File: src/rtl/demux_lane_deserializer_if.sv
// Bit-strobe input and valid/ready word output of the lane deserializer.
// The slave modport is the deserializer's view; master is the driver/consumer view.
interface demux_lane_deserializer_if #(
  parameter int WIDTH = 8
);
  logic             bit_vld;
  logic [1:0]       sel;
  logic [3:0]       lanes;
  logic             word_vld;
  logic             word_rdy;
  logic [WIDTH-1:0] word_data;
  logic [1:0]       word_lane;
  logic [3:0]       ovf;
  logic             clr_ovf;

  modport slave (
    input  bit_vld, sel, lanes, word_rdy, clr_ovf,
    output word_vld, word_data, word_lane, ovf
  );

  modport master (
    output bit_vld, sel, lanes, word_rdy, clr_ovf,
    input  word_vld, word_data, word_lane, ovf
  );
endinterface

File: src/rtl/demux_lane_deserializer.sv
// Four-lane serial-to-parallel deserializer behind a 1x4 demux. Each lane has a
// shift register and a one-word hold slot; a round-robin arbiter feeds one output.
module demux_lane_deserializer #(
  parameter int WIDTH     = 8,
  parameter bit MSB_FIRST = 1'b1
) (
  input  logic                       clk,
  input  logic                       rst_n,
  demux_lane_deserializer_if.slave   bus
);

  localparam int            NL       = 4;
  localparam int            CW       = $clog2(WIDTH);
  localparam logic [CW-1:0] CNT_LAST = CW'(WIDTH - 1);

  logic [WIDTH-1:0] sh_q  [NL];
  logic [WIDTH-1:0] sh_d  [NL];
  logic [CW-1:0]    cnt_q [NL];
  logic [CW-1:0]    cnt_d [NL];
  logic [WIDTH-1:0] hd_q  [NL];
  logic [WIDTH-1:0] hd_d  [NL];
  logic [NL-1:0]    hf_q, hf_d;
  logic [NL-1:0]    ovf_q, ovf_d;
  logic [1:0]       ptr_q, ptr_d;
  logic             word_vld_q, word_vld_d;
  logic [WIDTH-1:0] word_data_q, word_data_d;
  logic [1:0]       word_lane_q, word_lane_d;

  logic             load;
  logic             done;
  logic [WIDTH-1:0] shifted;
  logic             gnt_vld;
  logic [1:0]       gnt_lane;

  function automatic logic [WIDTH-1:0] shift_in(input logic [WIDTH-1:0] cur,
                                                input logic             b);
    if (MSB_FIRST) return {cur[WIDTH-2:0], b};
    else           return {b, cur[WIDTH-1:1]};
  endfunction

  // Round-robin search starting at ptr, wrapping modulo 4.
  always_comb begin : grant_search
    logic [1:0] idx;
    gnt_vld  = 1'b0;
    gnt_lane = ptr_q;
    idx      = ptr_q;
    for (int i = 0; i < NL; i++) begin
      idx = ptr_q + 2'(i);
      if (!gnt_vld && hf_q[idx]) begin
        gnt_vld  = 1'b1;
        gnt_lane = idx;
      end
    end
  end

  always_comb begin
    sh_d        = sh_q;
    cnt_d       = cnt_q;
    hd_d        = hd_q;
    hf_d        = hf_q;
    ovf_d       = bus.clr_ovf ? '0 : ovf_q;
    ptr_d       = ptr_q;
    word_vld_d  = word_vld_q;
    word_data_d = word_data_q;
    word_lane_d = word_lane_q;
    load        = !word_vld_q || bus.word_rdy;
    shifted     = shift_in(sh_q[bus.sel], bus.lanes[bus.sel]);
    done        = bus.bit_vld && (cnt_q[bus.sel] == CNT_LAST);

    if (load) begin
      if (gnt_vld) begin
        word_vld_d     = 1'b1;
        word_data_d    = hd_q[gnt_lane];
        word_lane_d    = gnt_lane;
        hf_d[gnt_lane] = 1'b0;
        ptr_d          = gnt_lane + 2'd1;
      end else begin
        word_vld_d = 1'b0;
      end
    end

    // hf_d already reflects a same-cycle drain, so a draining slot accepts the new word.
    if (bus.bit_vld) begin
      if (done) begin
        sh_d[bus.sel]  = '0;
        cnt_d[bus.sel] = '0;
        if (!hf_d[bus.sel]) begin
          hd_d[bus.sel] = shifted;
          hf_d[bus.sel] = 1'b1;
        end else begin
          ovf_d[bus.sel] = 1'b1;
        end
      end else begin
        sh_d[bus.sel]  = shifted;
        cnt_d[bus.sel] = cnt_q[bus.sel] + CW'(1);
      end
    end
  end

  always_ff @(posedge clk or negedge rst_n) begin
    if (!rst_n) begin
      for (int l = 0; l < NL; l++) begin
        sh_q[l]  <= '0;
        cnt_q[l] <= '0;
        hd_q[l]  <= '0;
      end
      hf_q        <= '0;
      ovf_q       <= '0;
      ptr_q       <= '0;
      word_vld_q  <= 1'b0;
      word_data_q <= '0;
      word_lane_q <= '0;
    end else begin
      sh_q        <= sh_d;
      cnt_q       <= cnt_d;
      hd_q        <= hd_d;
      hf_q        <= hf_d;
      ovf_q       <= ovf_d;
      ptr_q       <= ptr_d;
      word_vld_q  <= word_vld_d;
      word_data_q <= word_data_d;
      word_lane_q <= word_lane_d;
    end
  end

  assign bus.word_vld  = word_vld_q;
  assign bus.word_data = word_data_q;
  assign bus.word_lane = word_lane_q;
  assign bus.ovf       = ovf_q;

endmodule

File: src/flat_wrapper.sv
// flat-port wrapper written by rule: the top's interface ports become plain ports
module demux_lane_deserializer_flat 
#(
  parameter int WIDTH     = 8,
  parameter bit MSB_FIRST = 1'b1
)
  (clk, rst_n, bus_bit_vld, bus_sel, bus_lanes, bus_word_rdy, bus_clr_ovf, bus_word_vld, bus_word_data, bus_word_lane, bus_ovf);
  demux_lane_deserializer_if #(.WIDTH(WIDTH)) bus_i ();
  input  logic clk;
  input  logic rst_n;
  input wire logic [$bits(bus_i.bit_vld)-1:0] bus_bit_vld;
  input wire logic [$bits(bus_i.sel)-1:0] bus_sel;
  input wire logic [$bits(bus_i.lanes)-1:0] bus_lanes;
  input wire logic [$bits(bus_i.word_rdy)-1:0] bus_word_rdy;
  input wire logic [$bits(bus_i.clr_ovf)-1:0] bus_clr_ovf;
  output wire logic [$bits(bus_i.word_vld)-1:0] bus_word_vld;
  output wire logic [$bits(bus_i.word_data)-1:0] bus_word_data;
  output wire logic [$bits(bus_i.word_lane)-1:0] bus_word_lane;
  output wire logic [$bits(bus_i.ovf)-1:0] bus_ovf;
  assign bus_i.bit_vld = bus_bit_vld;
  assign bus_i.sel = bus_sel;
  assign bus_i.lanes = bus_lanes;
  assign bus_i.word_rdy = bus_word_rdy;
  assign bus_i.clr_ovf = bus_clr_ovf;
  assign bus_word_vld = bus_i.word_vld;
  assign bus_word_data = bus_i.word_data;
  assign bus_word_lane = bus_i.word_lane;
  assign bus_ovf = bus_i.ovf;
  demux_lane_deserializer #(.WIDTH(WIDTH), .MSB_FIRST(MSB_FIRST)) u_core (.clk(clk), .rst_n(rst_n), .bus(bus_i));
endmodule
File: config.mk
export PLATFORM = sky130hd
export DESIGN_NAME = demux_lane_deserializer_flat
export DESIGN_NICKNAME = d
export VERILOG_FILES = /design/src/rtl/demux_lane_deserializer_if.sv /design/src/rtl/demux_lane_deserializer.sv /design/src/flat_wrapper.sv
export SDC_FILE = /design/constraint.sdc
export NUM_CORES = 1
export LEC_CHECK = 0
export CAP_MARGIN = 20
export CORE_MARGIN = 10
export CORE_UTILIZATION = 52
export DETAILED_ROUTE_END_ITERATION = 6
export PLACE_DENSITY = 0.72
export SLEW_MARGIN = 20
export SYNTH_ARGS = -nofsm -noshare
export SYNTH_HDL_FRONTEND = slang
export SYNTH_SLANG_ARGS = --single-unit
File: constraint.sdc
create_clock -name clk -period 2.3 [get_ports clk]
set_input_delay 0.345 -clock clk [delete_from_list [all_inputs] [get_ports clk]]
set_output_delay 0.345 -clock clk [all_outputs]
set_load 0.01 [all_outputs]
Yosys cells after proc, flatten, opt, wreduce, memory -nomap -nowiden

Index checks and enable logic that the tools add are counted.

Flip-flop bits (word level): 97
Input bits: 11
Output and inout bits: 15
Word-level logic and storage cells: 111

Add/sub/neg operators: 5
Magnitude comparators: 11
Equal/unequal tests: 1
Muxes and demuxes: 51
Bitwise gates (word level): 11
Reductions and logical operators: 14

Operator list:

| cell                                                                         | count |
|---|---|
| 32-bit bitwise mux                                                           | 2 |
| 4-bit two-way mux                                                            | 9 |
| 32-bit AND                                                                   | 1 |
| 8-bit binary-select mux with 2-bit select                                    | 2 |
| 32-bit two-way mux                                                           | 1 |
| 32-bit NOT                                                                   | 1 |
| 8-bit two-way mux                                                            | 3 |
| 2-bit by 3-bit less-than comparator with 1-bit output, second input constant | 6 |
| 8-bit demux with 2-bit select                                                | 1 |
| 7-bit two-way mux                                                            | 2 |
| 1-bit two-way mux                                                            | 13 |
| 12-bit AND                                                                   | 1 |
| 1-bit binary-select mux with 2-bit select                                    | 6 |
| 12-bit bitwise mux                                                           | 1 |
| 12-bit two-way mux                                                           | 1 |
| 12-bit NOT                                                                   | 1 |
| 3-bit two-way mux                                                            | 3 |
| 4-bit bitwise OR                                                             | 2 |
| 1-bit logical AND                                                            | 7 |
| 3-bit binary-select mux with 2-bit select                                    | 1 |
| 3-bit demux with 2-bit select                                                | 1 |
| 3-bit >= comparator, second input constant                                   | 2 |
| 2-bit two-way mux                                                            | 3 |
| 2-bit NOT with 3-bit output                                                  | 2 |
| 14 further kinds                                                             | 21 |

Longest topological paths before layout

Depth after elaboration: 25
Gate-level depth with buffers: 9
Gate-level depth less buffers: 7

Least setup slack after synthesis

OpenSTA, ideal clock, no wires.

Path type: input port to flip-flop
From: input port bus_sel[0]
To: register u_core.hd_q[24] (netlist bit)
Setup time: 0.128 ns
Data arrival time: 2.624 ns
Setup slack: -0.451 ns
Stages on the path: 9
Path buffers: 3
Path through: buf_2 buf_1 mux4_2 ha_1 ha_1 nand3_1 a21o_1 buf_2 mux2_1

Longest elaborated chain between the ends: 7
Elaborated cells on any way between the ends: 18

RTL lines:

| item                                                 | RTL line                                                     | text |
|---|---|---|
| from (decl)                                          | flat_wrapper.sv:12                                           | `input wire logic [$bits(bus_i.sel)-1:0] bus_sel;` |
| 2-bit NOT with 3-bit output (not written as such)    | demux_lane_deserializer.sv:68, demux_lane_deserializer.sv:88 |  |
| 3-bit binary-select mux with 2-bit select            | demux_lane_deserializer.sv:68                                | `done = bus.bit_vld && (cnt_q[bus.sel] == CNT_LAST);` |
| 3-bit two-way mux (not written as such) (2 in a row) | demux_lane_deserializer.sv:68                                |  |
| 3-bit equality test                                  | demux_lane_deserializer.sv:68                                |  |
| 1-bit logical AND                                    | demux_lane_deserializer.sv:68                                |  |
| 3-bit AND reduction (no line)                        | -                                                            |  |
| to (signal, indexed assignment)                      | demux_lane_deserializer.sv:105                               | `hd_q[l] <= '0;` |
| to (signal assigned)                                 | demux_lane_deserializer.sv:116                               | `hd_q <= hd_d;` |
| to (decl)                                            | demux_lane_deserializer.sv:20                                | `logic [WIDTH-1:0] hd_q [NL];` |

Parallel ways exist; a longest one is shown, timed or not. The select of a mux whose other input is x is not followed.
A chain may end at the register's enable or synchronous reset.

Final worst setup path

From: register u_core.cnt_q[0] (netlist bit)
To: register u_core.hd_q[3] (netlist bit)

Longest elaborated chain between the ends: 6

RTL lines:

| item                                                 | RTL line                       | text |
|---|---|---|
| from (decl)                                          | demux_lane_deserializer.sv:18  | `logic [CW-1:0] cnt_q [NL];` |
| from (signal assigned)                               | demux_lane_deserializer.sv:115 | `cnt_q <= cnt_d;` |
| 3-bit binary-select mux with 2-bit select            | demux_lane_deserializer.sv:68  |  |
| 3-bit two-way mux (not written as such) (2 in a row) | demux_lane_deserializer.sv:68  |  |
| 3-bit equality test                                  | demux_lane_deserializer.sv:68  |  |
| 1-bit logical AND                                    | demux_lane_deserializer.sv:68  |  |
| 3-bit AND reduction (no line)                        | -                              |  |

No other way between the ends. The select of a mux whose other input is x is not followed.

==> results by group <==
Clock tree
  – TritonCTS Sinks: 93
  – Total CTS buffers: 9
  – Clock transition at path regs: 0.09 ns
  – CTS tree: yes
  – # H-tree levels: 3
  – CTS root buf: clkbuf_8
  – Clock Latency Late Sink: 0.36 ns
  – Setup bufs post-CTS: 0
  – Max Root-Sink Buffers: 2

Worst setup path
  – Crit start category: register
  – CP arrival: 2.38 ns
  – Data required time of the critical path: around 2.5 ns
  – Max FO, Critical Path: 8
  – Crit path kind: reg -> reg
  – Nature of the critical path endpoint: register

Logic synthesis
  – Syn_nets: 386
  – Synth area leaders: dfrtp_1 (55%), nand2_1 (7.2%), mux4_2 (5.8%), mux2_4 (5.7%), mux2_1 (4.2%)
  – Synth Warn #: 0
  – Distinct cells, synth: 36
  – Synth Register Bits: 93
  – Register area share after synthesis: 0.5482
  – Avg Cell Area, Syn: 11.38 µm²
  – Synth top area share: 0.5482
  – Largest area contributor in the netlist: dfrtp_1
  – Post-synth ARST share: 1.000
  – Syn Std Cell Area: 4245 µm²
  – Top FF cell, synth: dfrtp_1
  – Most common cell in the netlist: dfrtp_1
  – Top cells by count, synth: dfrtp_1 (93), nand2_1 (81), o21ai_0 (33), o21ai_1 (20)
  – Post-synthesis cell count: approximately 370
  – Number of synthesized flops with an enable pin: 0

Route
  – DR pass1 iterations: 4
  – Residual DRC: 0
  – Wire length on met3: between 300 and 400 µm
  – Top layer used by detailed routing: met4
  – Initial DRC Count: roughly 100
  – Routed wl met2: just under 4 mm
  – Final WL: just over 8 mm
  – Routed vias: between 2000 and 3000
  – Vias per cell: approximately 5.5
  – Detail Route Antenna Nets: 0
  – M1 WL: 3.914 mm
  – WL per Instance: 15.85 µm

Timing
  – Hold slack final: 0.4337 ns
  – Fin worst setup slack: about 0.16 ns
  – Final period utilization: 0.9301
  – Max-slew headroom: 0.6950
  – Tmin final: ~2.1 ns
  – RSZ-0062 raised after global routing: false
  – Slew @ Worst Pin: 0.4533 ns
  – Final Max Tran Viols: 0
  – Worst Clk Skew: 0.008358 ns
  – Count of final hold-check violations: 0
  – Finish-stage setup viols: 0
  – Max Fclk: approximately 470 MHz

Layout
  – Util after Layout: 0.6336
  – Fillers: around 630
  – P&R area growth vs syn: 17.12%
  – Final net count: approximately 430
  – N_diodes: 0
  – Layout cells sized above 1: 0.1827

GRT
  – Initial antenna violation count: 0
  – Vias in the first global route: 2808
  – First-pass GRT wire length: approximately 14 mm
  – Total grt overflow: 0
  – Total GRT Usage: 0.1448
  – Largest net degree at the start of global routing: 48

Floorplan
  – Die X-Extent: 110.4 µm
  – Initial core utilization: 0.5410
  – Core area: 7848 µm²
  – Ports: 26
  – Die area: 12180 µm²
  – Die H: 110.4 µm
  – Num rows: 32

Flow run
  – Max capacitance violation total: 0

Placement
  – Post-DP HPWL: 5.938 mm
  – PortBufs: 25
  – Dpl ws: -0.4246 ns
  – Final GP Congestion: 0.8045

Power
  – Leakage: around 0.0023 µW
  – Worst VDD drop: 0.4305 mV
  – Power Density: 1099 nW/µm²

Worst hold path
  – Tightest Hold Check Type: in -> async

Run status
  – Status: complete, no violations
==> what timing repair did <==
action	CTS	global route
resized for setup	1	2
endpoints found under the hold margin	23	0
setup endpoints to repair	32	31
hold buffers	1	0
==> kinds of logic (layout without fill, tap and decap cells) <==
| kind of cell | Yosys count | count (layout) | share of synthesized area |
|---|---|---|---|
| compound gates | 79 | 79 | 0.1155 |
| mux | 52 | 52 | 0.1786 |
| buf+inv | 31 | 74 | 0.03360 |
| flops | 93 | 93 | 0.5482 |
| fa+ha+maj | 2 | 2 | 0.005894 |
| xor+xnor | 1 | 1 | 0.002063 |
| simple gates | 115 | 115 | 0.1161 |
==> worst paths after layout <==
path	from	to	slack, ns	cells past startpoint
setup / recovery	u_core.cnt_q[0]	u_core.hd_q[3]	0.16	7
hold / removal	rst_n	u_core.bus.word_lane[0]	0.43	2
setup reg to reg	u_core.cnt_q[0]	u_core.hd_q[3]	0.16	7
hold reg to reg	u_core.sh_q[3]	u_core.sh_q[3]	0.48	2
max in group asynchronous	rst_n	u_core.hd_q[21]	1.26	3
min in group clk	u_core.sh_q[3]	u_core.sh_q[3]	0.48	2
==> sequential cells by signal, summed over array words and instances (netlist names) <==
| name | count |
|---|---|
| u_core.bus.word_vld | 1 |
| u_core.hd_q | 32 |
| u_core.cnt_q | 12 |
| u_core.bus.ovf | 4 |
| u_core.hf_q | 4 |
| u_core.bus.word_data | 8 |
| u_core.sh_q | 28 |
| u_core.ptr_q | 2 |
| u_core.bus.word_lane | 2 |
==> stage by stage <==
stage	instances	total power [µW]	area, µm²	setup TNS, ns
floorplan	373	3771	4277	0
global placement	502	4358	4765	-17.74
detailed placement	502	4423	4765	-21.50
CTS	518	5511	4969	0
global route	518	5861	4972	0
finish	518	5463	4972	0
==> placed cells by master (no fill, tap or decap), types with 2 or more instances in the layout <==
master | netlist | final
dfrtp_1 | 93 | 92
nand2_1 | 81 | 81
o21ai_0 | 33 | 33
clkdlybuf4s50_1 | 0 | 22
buf_4 | 4 | 22
o21ai_1 | 20 | 20
mux2_4 | 16 | 16
mux2_1 | 16 | 16
nor2_1 | 13 | 13
mux4_2 | 11 | 11
mux2i_1 | 9 | 9
clkbuf_8 | 0 | 9
a311o_1 | 8 | 8
inv_1 | 7 | 7
a21oi_1 | 6 | 6
buf_12 | 0 | 5
nor2b_1 | 4 | 4
o22ai_1 | 4 | 4
nand3_1 | 4 | 4
a21o_1 | 4 | 4
nand2b_1 | 3 | 3
nand3_2 | 2 | 2
nand3b_1 | 2 | 2
clkinvlp_4 | 0 | 2
inv_6 | 0 | 2
==> power breakdown <==
group          switching [µW]  total (µW)  internal (µW)  leakage, µW
Sequential                259        2330           2070      0.00123
Combinational            1040        2040           1000      0.00102
Clock                     587        1090            506    0.0000923
Total                    1890        5460           3570      0.00234
==> critical path, stage by stage, from the launching register on <==
cell	delay, ns
dfrtp_1	0.39
mux4_2	0.48
ha_1	0.22
ha_2	0.20
nand4_1	0.12
nand2b_1	0.17
buf_12	0.15
mux2_4	0.29
==> layout make-up <==
class	count	area, µm²	share of cell area
tap	102	127.6	0.02567
inverter	7	26.28	0.005284
multi-input combinational	249	1778	0.3576
timing repair buffer	52	516.7	0.1039
clock inverter	6	71.32	0.01434
sequential	93	2328	0.4683
clock buffer	9	123.9	0.02491
==> routing by layer <==
metal  global-route usage  vias up
met1               0.2011     1378
met5                    0        -
met2               0.2226       56
met3              0.02844        9
li1                     -     1381
met4              0.04862        0
(Power assumes the default switching activity.)
